<file path="config.mk">
export PLATFORM = sky130hd
export DESIGN_NAME = ssd_tick_counter
export DESIGN_NICKNAME = d
export VERILOG_FILES = /design/src/rtl/ssd_tick_counter.sv
export SDC_FILE = /design/constraint.sdc
export NUM_CORES = 1
export LEC_CHECK = 0
export BUFFER_PORTS_ARGS = -buffer_cell sky130_fd_sc_hd__buf_4
export CAP_MARGIN = 5
export CORE_ASPECT_RATIO = 0.5
export CORE_UTILIZATION = 40
export CTS_BUF_LIST = sky130_fd_sc_hd__clkbuf_8
export DETAILED_ROUTE_END_ITERATION = 8
export PLACE_DENSITY_LB_ADDON = 0.15
export REMOVE_ABC_BUFFERS = 1
export SYNTH_ARGS = -nofsm -noshare
export SYNTH_HDL_FRONTEND = slang
export SYNTH_SLANG_ARGS = --single-unit
</file>
<file path="constraint.sdc">
create_clock -name clk -period 1.9 [get_ports clk]
set_input_delay 0.19 -clock clk [delete_from_list [all_inputs] [get_ports clk]]
set_output_delay 0.19 -clock clk [all_outputs]
set_load 0.02 [all_outputs]
</file>
<file path="src/rtl/ssd_tick_counter.sv">
// Tick-driven up/down display counter with enable, clear, load and wrap/saturate limits.
// Latency: count, tick and wrap are registered and change one edge after the terminal prescaler cycle.
// Backpressure: none; en=0 freezes the prescaler and the count. Optional BCD_MODE_EN selects packed-BCD counting.
module ssd_tick_counter #(
   parameter int CLK_HZ   = 100_000_000,
   parameter int TICK_HZ  = 100,
   parameter int WIDTH    = 16,
   parameter int SATURATE = 0
) (
   input  logic             clk,
   input  logic             rst,
   input  logic             en,
   input  logic             up_down,
   input  logic             clear,
   input  logic             load,
   input  logic [WIDTH-1:0] load_value,
   output logic [WIDTH-1:0] count,
   output logic             tick,
   output logic             wrap
);

   localparam int DIV = CLK_HZ / TICK_HZ;
   localparam int PW  = (DIV > 2) ? $clog2(DIV) : 1;
   localparam logic [PW-1:0] TERM = PW'(DIV - 1);

`ifdef BCD_MODE_EN
   localparam int ND = WIDTH / 4;

   function automatic logic [WIDTH-1:0] all_nines();
      logic [WIDTH-1:0] v;
      v = '0;
      for (int i = 0; i < ND; i++) v[4*i +: 4] = 4'd9;
      return v;
   endfunction

   function automatic logic [WIDTH-1:0] cnt_inc(input logic [WIDTH-1:0] v);
      logic [WIDTH-1:0] r;
      logic             carry;
      r     = v;
      carry = 1'b1;
      for (int i = 0; i < ND; i++) begin
         if (carry) begin
            if (v[4*i +: 4] >= 4'd9) begin
               r[4*i +: 4] = 4'd0;
            end else begin
               r[4*i +: 4] = v[4*i +: 4] + 4'd1;
               carry       = 1'b0;
            end
         end
      end
      return r;
   endfunction

   function automatic logic [WIDTH-1:0] cnt_dec(input logic [WIDTH-1:0] v);
      logic [WIDTH-1:0] r;
      logic             borrow;
      r      = v;
      borrow = 1'b1;
      for (int i = 0; i < ND; i++) begin
         if (borrow) begin
            if (v[4*i +: 4] == 4'd0) begin
               r[4*i +: 4] = 4'd9;
            end else begin
               r[4*i +: 4] = v[4*i +: 4] - 4'd1;
               borrow      = 1'b0;
            end
         end
      end
      return r;
   endfunction

   // Digits above 9 are not representable on the display, so clamp them on entry.
   function automatic logic [WIDTH-1:0] load_fix(input logic [WIDTH-1:0] v);
      logic [WIDTH-1:0] r;
      r = v;
      for (int i = 0; i < ND; i++)
         if (v[4*i +: 4] > 4'd9) r[4*i +: 4] = 4'd9;
      return r;
   endfunction
`else
   function automatic logic [WIDTH-1:0] all_nines();
      return '1;
   endfunction

   function automatic logic [WIDTH-1:0] cnt_inc(input logic [WIDTH-1:0] v);
      return v + WIDTH'(1);
   endfunction

   function automatic logic [WIDTH-1:0] cnt_dec(input logic [WIDTH-1:0] v);
      return v - WIDTH'(1);
   endfunction

   function automatic logic [WIDTH-1:0] load_fix(input logic [WIDTH-1:0] v);
      return v;
   endfunction
`endif

   localparam logic [WIDTH-1:0] MAX_VAL = all_nines();

   logic [PW-1:0]    presc;
   logic [WIDTH-1:0] step_val;
   logic             step_lim;

   always_comb begin
      step_val = count;
      step_lim = 1'b0;
      if (up_down) begin
         step_lim = (count == MAX_VAL);
         step_val = cnt_inc(count);
      end else begin
         step_lim = (count == '0);
         step_val = cnt_dec(count);
      end
      if (step_lim && (SATURATE != 0)) step_val = count;
   end

   always_ff @(posedge clk) begin
      if (rst) begin
         count <= '0;
         presc <= '0;
         tick  <= 1'b0;
         wrap  <= 1'b0;
      end else if (clear) begin
         count <= '0;
         presc <= '0;
         tick  <= 1'b0;
         wrap  <= 1'b0;
      end else if (load) begin
         count <= load_fix(load_value);
         presc <= '0;
         tick  <= 1'b0;
         wrap  <= 1'b0;
      end else begin
         tick <= 1'b0;
         wrap <= 1'b0;
         if (en) begin
            if (presc == TERM) begin
               presc <= '0;
               count <= step_val;
               tick  <= 1'b1;
               wrap  <= step_lim;
            end else begin
               presc <= presc + PW'(1);
            end
         end
      end
   end

endmodule

</file>
==> key figures, run 1 <==
Route
  – Drc violations: 0
  – Routed len/inst: between 15 and 20 um
  – DRT antenna net count: 0
  – Routed wire length: around 7900 um
  – DR pass1 iterations: 4
  – Via density: 5.41
  – Detailed-route via count: 2717
  – Drt first-iter violations: 170

Global route
  – Total track usage: 23.3%
  – First-pass GRT wire length: 11800 um
  – GRT overflow: 0
  – Vias in the first global route: 2523
  – Initial antenna violation count: 0
  – Largest net degree at the start of global routing: 21

Worst setup path
  – Worst Setup SP: up_down
  – Crit-path cells: buf_4, clkinvlp_4, buf_4, ha_1, a21oi_2, o211ai_1, buf_4, buf_4, a41oi_1, xor2_1, o22ai_1
  – CP Launch Type: primary input
  – Crit Path Category: primary input to flip-flop
  – Reg-to-Reg End: count[12]
  – Setup slack, reg-to-reg: -50 ps
  – Reg-to-reg critical path startpoint: presc[13]
  – End of the critical path: count[9]
  – Slowest CP cell: ha_1
  – Arrival time worst endpoint: approximately 2200 ps
  – Worst R2R Path Depth: 6
  – CP required: 2090 ps
  – Most used cell, CP: buf_4
  – Endpoint class of the critical path: flip-flop
  – Max incr delay on CP: 310 ps
  – Worst-path fanout max: 5

STA
  – Period minus WS final: 1960 ps
  – Endpoints failing hold: 0
  – Final Max Slew Viols: 0
  – Final WS setup: -57.8 ps
  – Clk_skew: 6.26 ps
  – Fmax achieved: 0.511 GHz
  – RSZ-0062 raised after global routing: yes
  – Worst Tran Pin Value: between 400 and 500 ps
  – Final setup fails: 8
  – Final Cycle Share: 103%
  – Slew margin rel.: slightly above 70%

Logic synthesis
  – Register area share after synthesis: 30.6%
  – Predominant post-synthesis flop cell: dfxtp_1
  – Post-Syn Instances: 302
  – Avg Cell Area, Syn: slightly above 8 sq um
  – Synthesized flop and latch total: 38
  – Async SR Flop Fraction: 0%
  – Post-synth EDFFs: 0
  – Synth Warn #: 0
  – Synth Cell Area: 2480 sq um
  – Yosys cell types: 53

Clock network
  – Root Driver: clkbuf_8
  – CTS clk-pin slew, worst paths: 80 ps
  – CTS max path bufs: 2
  – CTS sink cnt: 38
  – Worst-Skew Late Latency: 300 ps
  – CTS tree: yes
  – Htree depth: 2
  – Hold_buf cts: 0
  – CTS Buf Count: 5

Power and ir drop
  – Total power: 1.90 mW
  – Leak pwr: 1.63 nW
  – Pwr per Cell Area: 494 nW/um^2
  – Peak supply drop: 0.000304 V

Die
  – Core footprint: 5730 sq um
  – Die Span X: 113 um
  – Die footprint: roughly 6500 sq um
  – Die Y: approximately 58 um
  – Row count: 19
  – # IOs: 40
  – Starting Density: 43.4%

Placement
  – DP Wirelength: 5280 um
  – Worst slack at placement: -399 ps
  – Routability cong.: 0.918
  – Port bufs: 39

Finish
  – Most common cell after layout, fill and taps aside: buf_4
  – Diodes inserted: 0
  – Nets@finish: 455
  – Area grow syn2layout: 54.5%
  – Layout cells sized above 1: 45.0%
  – Fillers: 471
  – Commonest non-fill, non-tap cells in the layout: 110 x buf_4, 33 x nand2_1, 33 x dfxtp_1

Outcome
  – Violated checks: negative setup slack
  – Status: finished with violations

Flow run
  – MaxCap Viol Count: 0

Worst hold path
  – Worst hold path class: primary input to flip-flop
==> area by class of cell <==
class                           instances  area [sq um]  share of cell area, %
Multi-Input combinational cell        248          1910                   49.8
Timing Repair Buffer                  116           916                   23.9
Sequential cell                        38           772                   20.1
Tap cell                               84           105                   2.74
Clock buffer                            6          82.6                   2.15
Inverter                                7          30.0                  0.783
Clock inverter                          2          12.5                  0.326
Timing Repair inverter                  1          7.51                  0.196
==> worst max-delay path, delay by kind of cell <==
family,cells,cell delay [ps]
buffers and inverters,5,750
adders and majority gates,1,310
AOI/OAI and AO/OA,4,720
xor gates and xnor gates,1,180
==> routing by layer <==
layer / routed length, um / track usage [%] / up-vias / share of wire (%)
met5: 0 / 0 / - / 0
met4: 99 / 5.08 / 0 / 1.3
met3: 384 / 5.65 / 11 / 4.9
met2: 3900 / 40.1 / 64 / 50
met1: 3460 / 30.1 / 1303 / 44
li1: - / - / 1339 / -
==> per-stage QoR <==
| step | util [%] | hold WS (ps) | cell area, sq um | instances | setup TNS (ps) |
|---|---|---|---|---|---|
| after floorplan | - | 326 | 2410 | 292 | -3030 |
| after global placement | 57.8 | 445 | 3310 | 480 | -1750 |
| after detailed placement | 57.8 | 452 | 3310 | 480 | -2620 |
| after CTS | 61.4 | 131 | 3520 | 493 | -180 |
| after global routing | 67.0 | 136 | 3840 | 502 | -1500 |
| final | 67.0 | 133 | 3840 | 502 | -253 |
==> state kept, by name, summed over array words and instances, names as in the netlist <==
| register | count |
|---|---|
| tick | 1 |
| presc | 20 |
| wrap | 1 |
| count | 16 |
==> cells by family after synthesis <==
group                    count (synthesis)  share of synthesized area, %
AND/OR/NAND/NOR                        123                          26.4
AO/OA/AOI/OAI                           78                          19.8
flip-flops                              38                          30.6
XOR/XNOR                                27                          9.52
buffers and inverters                   17                          3.98
adder cells (fa/ha/maj)                 16                          8.36
multiplexers                             3                          1.26
==> Yosys cell counts (all sizes together) (5+ instances only) <==
cell type | count | share of area, %
or3 | 5 | 1.3
ha | 15 | 7.6
a21o | 6 | 1.8
buf | 8 | 2.6
xnor2 | 12 | 4.2
nand2 | 40 | 6.1
xor2 | 15 | 5.3
dfxtp | 38 | 31
and3 | 6 | 1.6
nor4 | 6 | 2.4
and2 | 6 | 1.5
nor3 | 7 | 2.0
o21ai | 22 | 4.4
nor2 | 31 | 4.7
nand4 | 10 | 3.1
nand3 | 5 | 1.0
a31oi | 14 | 3.5
a21oi | 15 | 3.0
inv | 7 | 1.1
==> how the worst min path moves through the flow <==
| stage | from | end | depth (start not counted) |
|---|---|---|---|
| 3_3_place_gp | load_value[0] | count[0] | 3 |
| 2_1_floorplan | load | count[0] | 2 |
| 3_5_place_dp | load_value[0] | count[0] | 3 |
| 4_1_cts | load_value[1] | count[1] | 3 |
| 5_1_grt | load_value[0] | count[0] | 3 |
| 6_report | load_value[0] | count[0] | 3 |
==> report_power, final <==
part           internal [mW]  total, mW  switching [mW]
clock network          0.292      0.622           0.330
registers              0.807      0.820          0.0131
logic                  0.232      0.454           0.222
==> repair_timing <==
item | in CTS | in global routing
endpoints found under the setup margin | 29 | 36
pin swaps | 15 | 38
gates resized for setup | 21 | 51
buffers inserted | 3 | 7
cloned | 2 | 2
(Power assumes the default switching activity.)
==> run 2: changes to the inputs <==
Settings changed: PLACE_DENSITY set to 0.67, PLACE_DENSITY_LB_ADDON 0.15 to unset.
Clock period 1.9 ns to 1.75 ns, I/O delays scaled along.
==> run 2 against run 1 <==
The run still ends with negative setup slack left. Non-clock buffer count is 12 higher. Sequential share of layout area is 1.5 points lower. Count of clock-buffer cells in the layout stayed put. Die area stayed put. Critical path depth is 4 lower. Setup slack worse by 170 ps. Via count is 8.9% higher. Power is 18% higher. Clock skew is 7.7 ps higher. Critical endpoint unchanged. Largest power group unchanged.
==> key figures, run 2 (synthesis results as in run 1) <==
Outcome
  – Status: finished with violations
  – Violated checks: negative setup slack

Global route
  – GRT overflow: 0 (unchanged)
  – Vias in the first global route: 2700 (+7.0%)
  – Initial antenna violation count: 0 (unchanged)
  – Largest net degree at the start of global routing: 21 (unchanged)
  – Total track usage: 23.9% (+0.61 points)
  – First-pass GRT wire length: 12300 um (+3.8%)

Clock network
  – CTS sink cnt: 38 (unchanged)
  – CTS Buf Count: 5 (unchanged)
  – CTS tree: yes
  – CTS max path bufs: 2 (unchanged)
  – CTS clk-pin slew, worst paths: 90 ps (about the same)
  – Root Driver: clkbuf_8
  – Htree depth: 2 (unchanged)
  – Hold_buf cts: 0 (unchanged)
  – Worst-Skew Late Latency: 300 ps (about the same)

Finish
  – Max FFs per register: 20 (unchanged)
  – Finished Layout Cells: 512 (+2.0%)
  – Nets@finish: 466 (+2.4%)
  – Commonest non-fill, non-tap cells in the layout: 117 x buf_4, 30 x nand2_1, 30 x dfxtp_1
  – Area grow syn2layout: 67.5%
  – Layout cells sized above 1: 51.9% (+6.9 points)
  – Biggest register: presc
  – Core Util, Final: 72.6% (+5.7 points)
  – Diodes inserted: 0 (unchanged)
  – Most common cell after layout, fill and taps aside: buf_4
  – Biggest regs: presc x20, count x16

Placement
  – Port bufs: 39 (unchanged)
  – Worst slack at placement: -403 ps (-3.86 ps)
  – Routability cong.: 0.883 (-3.8%)
  – Placed cell count: 495 (+3.1%)
  – DP Wirelength: 5490 um (+4.0%)

Die
  – Starting Density: 43.4% (unchanged)
  – Die Span X: 113 um (unchanged)
  – Core footprint: 5730 sq um (unchanged)
  – Row count: 19 (unchanged)
  – # IOs: 40 (unchanged)
  – Die footprint: 6550 sq um (unchanged)
  – Die Y: 57.7 um (unchanged)

STA
  – RSZ-0062 raised after global routing: yes
  – Slew margin rel.: 65.9% (-6.8 points)
  – Final Max Slew Viols: 0 (unchanged)
  – Final setup fails: 36 (+28)
  – Fmax achieved: 0.506 GHz
  – Period minus WS final: 1980 ps
  – Worst Tran Pin Value: 509 ps (+104 ps)
  – Final WS setup: -226 ps (-168 ps)
  – Clk_skew: 14.0 ps (+7.75 ps)
  – Endpoints failing hold: 0 (unchanged)
  – Hold slack: 163 ps (+29.2 ps)
  – Final Cycle Share: 113%
  – Post-route setup TNS: -3050 ps (-2790 ps)

Worst setup path
  – Worst Setup SP: count[1]
  – Crit-path cells: ha_4, a211oi_2, o211ai_1, buf_4, a41oi_1, xor2_1, o22ai_1
  – Max incr delay on CP: 380 ps (+70 ps)
  – Arrival time worst endpoint: 2140 ps (about the same)
  – Slowest CP cell: dfxtp_4
  – Crit Path Category: flip-flop to flip-flop
  – CP required: 1920 ps (-170 ps)
  – Worst-path fanout max: 3 (-2)
  – Reg-to-reg critical path startpoint: count[1]
  – CP Launch Type: flip-flop
  – Endpoint class of the critical path: flip-flop

Power and ir drop
  – Clock Power Share: 35.8% (+3.0 points)
  – Peak supply drop: 0.000311 V (+2.1%)
  – Leak pwr: 1.73 nW (+5.6%)
  – Int Pwr: 1.61 mW (+21%)
  – Flop pwr share: 39.8% (-3.5 points)
  – Psw: 634 uW (+12%)
  – Switching Share: 28.3% (-1.5 points)
  – Pwr per Cell Area: 539 nW/um^2 (+9.1%)
  – Combinational Power Share: 24.4% (+0.5 points)

Worst hold path
  – Hold path startpoint: load_value[2]
  – Worst hold path class: primary input to flip-flop

Route
  – Drc violations: 0 (unchanged)
  – DRT antenna net count: 0 (unchanged)
  – DR pass1 iterations: 4 (unchanged)
  – Drt first-iter violations: 227 (+34%)
  – Via density: 5.78 (+6.7%)
  – Detailed-route via count: 2958 (+8.9%)
  – Routed wire length: 9230 um (+18%)
  – Routed len/inst: 18.0 um (+15%)

Flow run
  – MaxCap Viol Count: 0 (unchanged)
==> run 2: changes by cell type in the layout (fill, tap and decap cells not counted), sizes merged <==
| cell | delta |
|---|---|
| clkinvlp | -2 |
| bufinv | +1 |
| buf | +10 |
| clkinv | -1 |
| clkbuf | +2 |
==> run 2: per-layer routing <==
| metal | track usage, % | vias up | routed length (um) |
|---|---|---|---|
| li1 | - | 1358 | - |
| met1 | 30.1 | 1425 | 3730 |
| met2 | 43.0 | 140 | 4590 |
| met3 | 3.56 | 35 | 606 |
| met4 | 7.33 | 0 | 314 |
| met5 | 0 | - | 0 |
==> run 2: per-stage QoR <==
stage / instance area (sq um) / power, mW
floorplan: 2410 / 1.12
global placement: 3430 / 1.31
detailed placement: 3430 / 1.32
CTS: 3700 / 2.12
global route: 4160 / 2.31
finish: 4160 / 2.24
==> run 2: layout make-up <==
class	count	area [sq um]
flip-flops and latches	38	773
clock buffers	6	82.6
inverters	7	30.0
well taps	84	105
clock inverters	1	30.0
repair buffers	128	1060
fillers	369	1570
multi-input cells	248	2080
==> run 2: critical path, delay by kind of cell (launching register included) <==
kind	cells	cell delay (ps)
adders and majority gates	1	220
AOI/OAI and AO/OA	4	840
buffers and inverters	1	190
DFF	1	380
xor gates and xnor gates	1	210
==> run 2: what timing repair did <==
action,4_1_cts,5_1_grt
pin swaps,23,47
gates resized for setup,36,74
setup endpoints to repair,36,37
gates cloned,1,4
setup buffers,3,3
==> run 2: worst paths after layout <==
path | end | slack (ps) | cells after the start
hold / removal | count[2] | 160 | 3
setup reg to reg | count[9] | -230 | 7
setup / recovery | count[9] | -230 | 7
hold reg to reg | presc[19] | 590 | 2
==> run 2: power by group through the flow <==
stage | Sequential (mW) | Clock [mW] | Combinational [mW]
floorplan | 0.932 | 0 | 0.189
global placement | 0.909 | 0 | 0.401
detailed placement | 0.909 | 0 | 0.414
CTS | 0.890 | 0.789 | 0.437
global route | 0.896 | 0.840 | 0.575
finish | 0.894 | 0.803 | 0.547
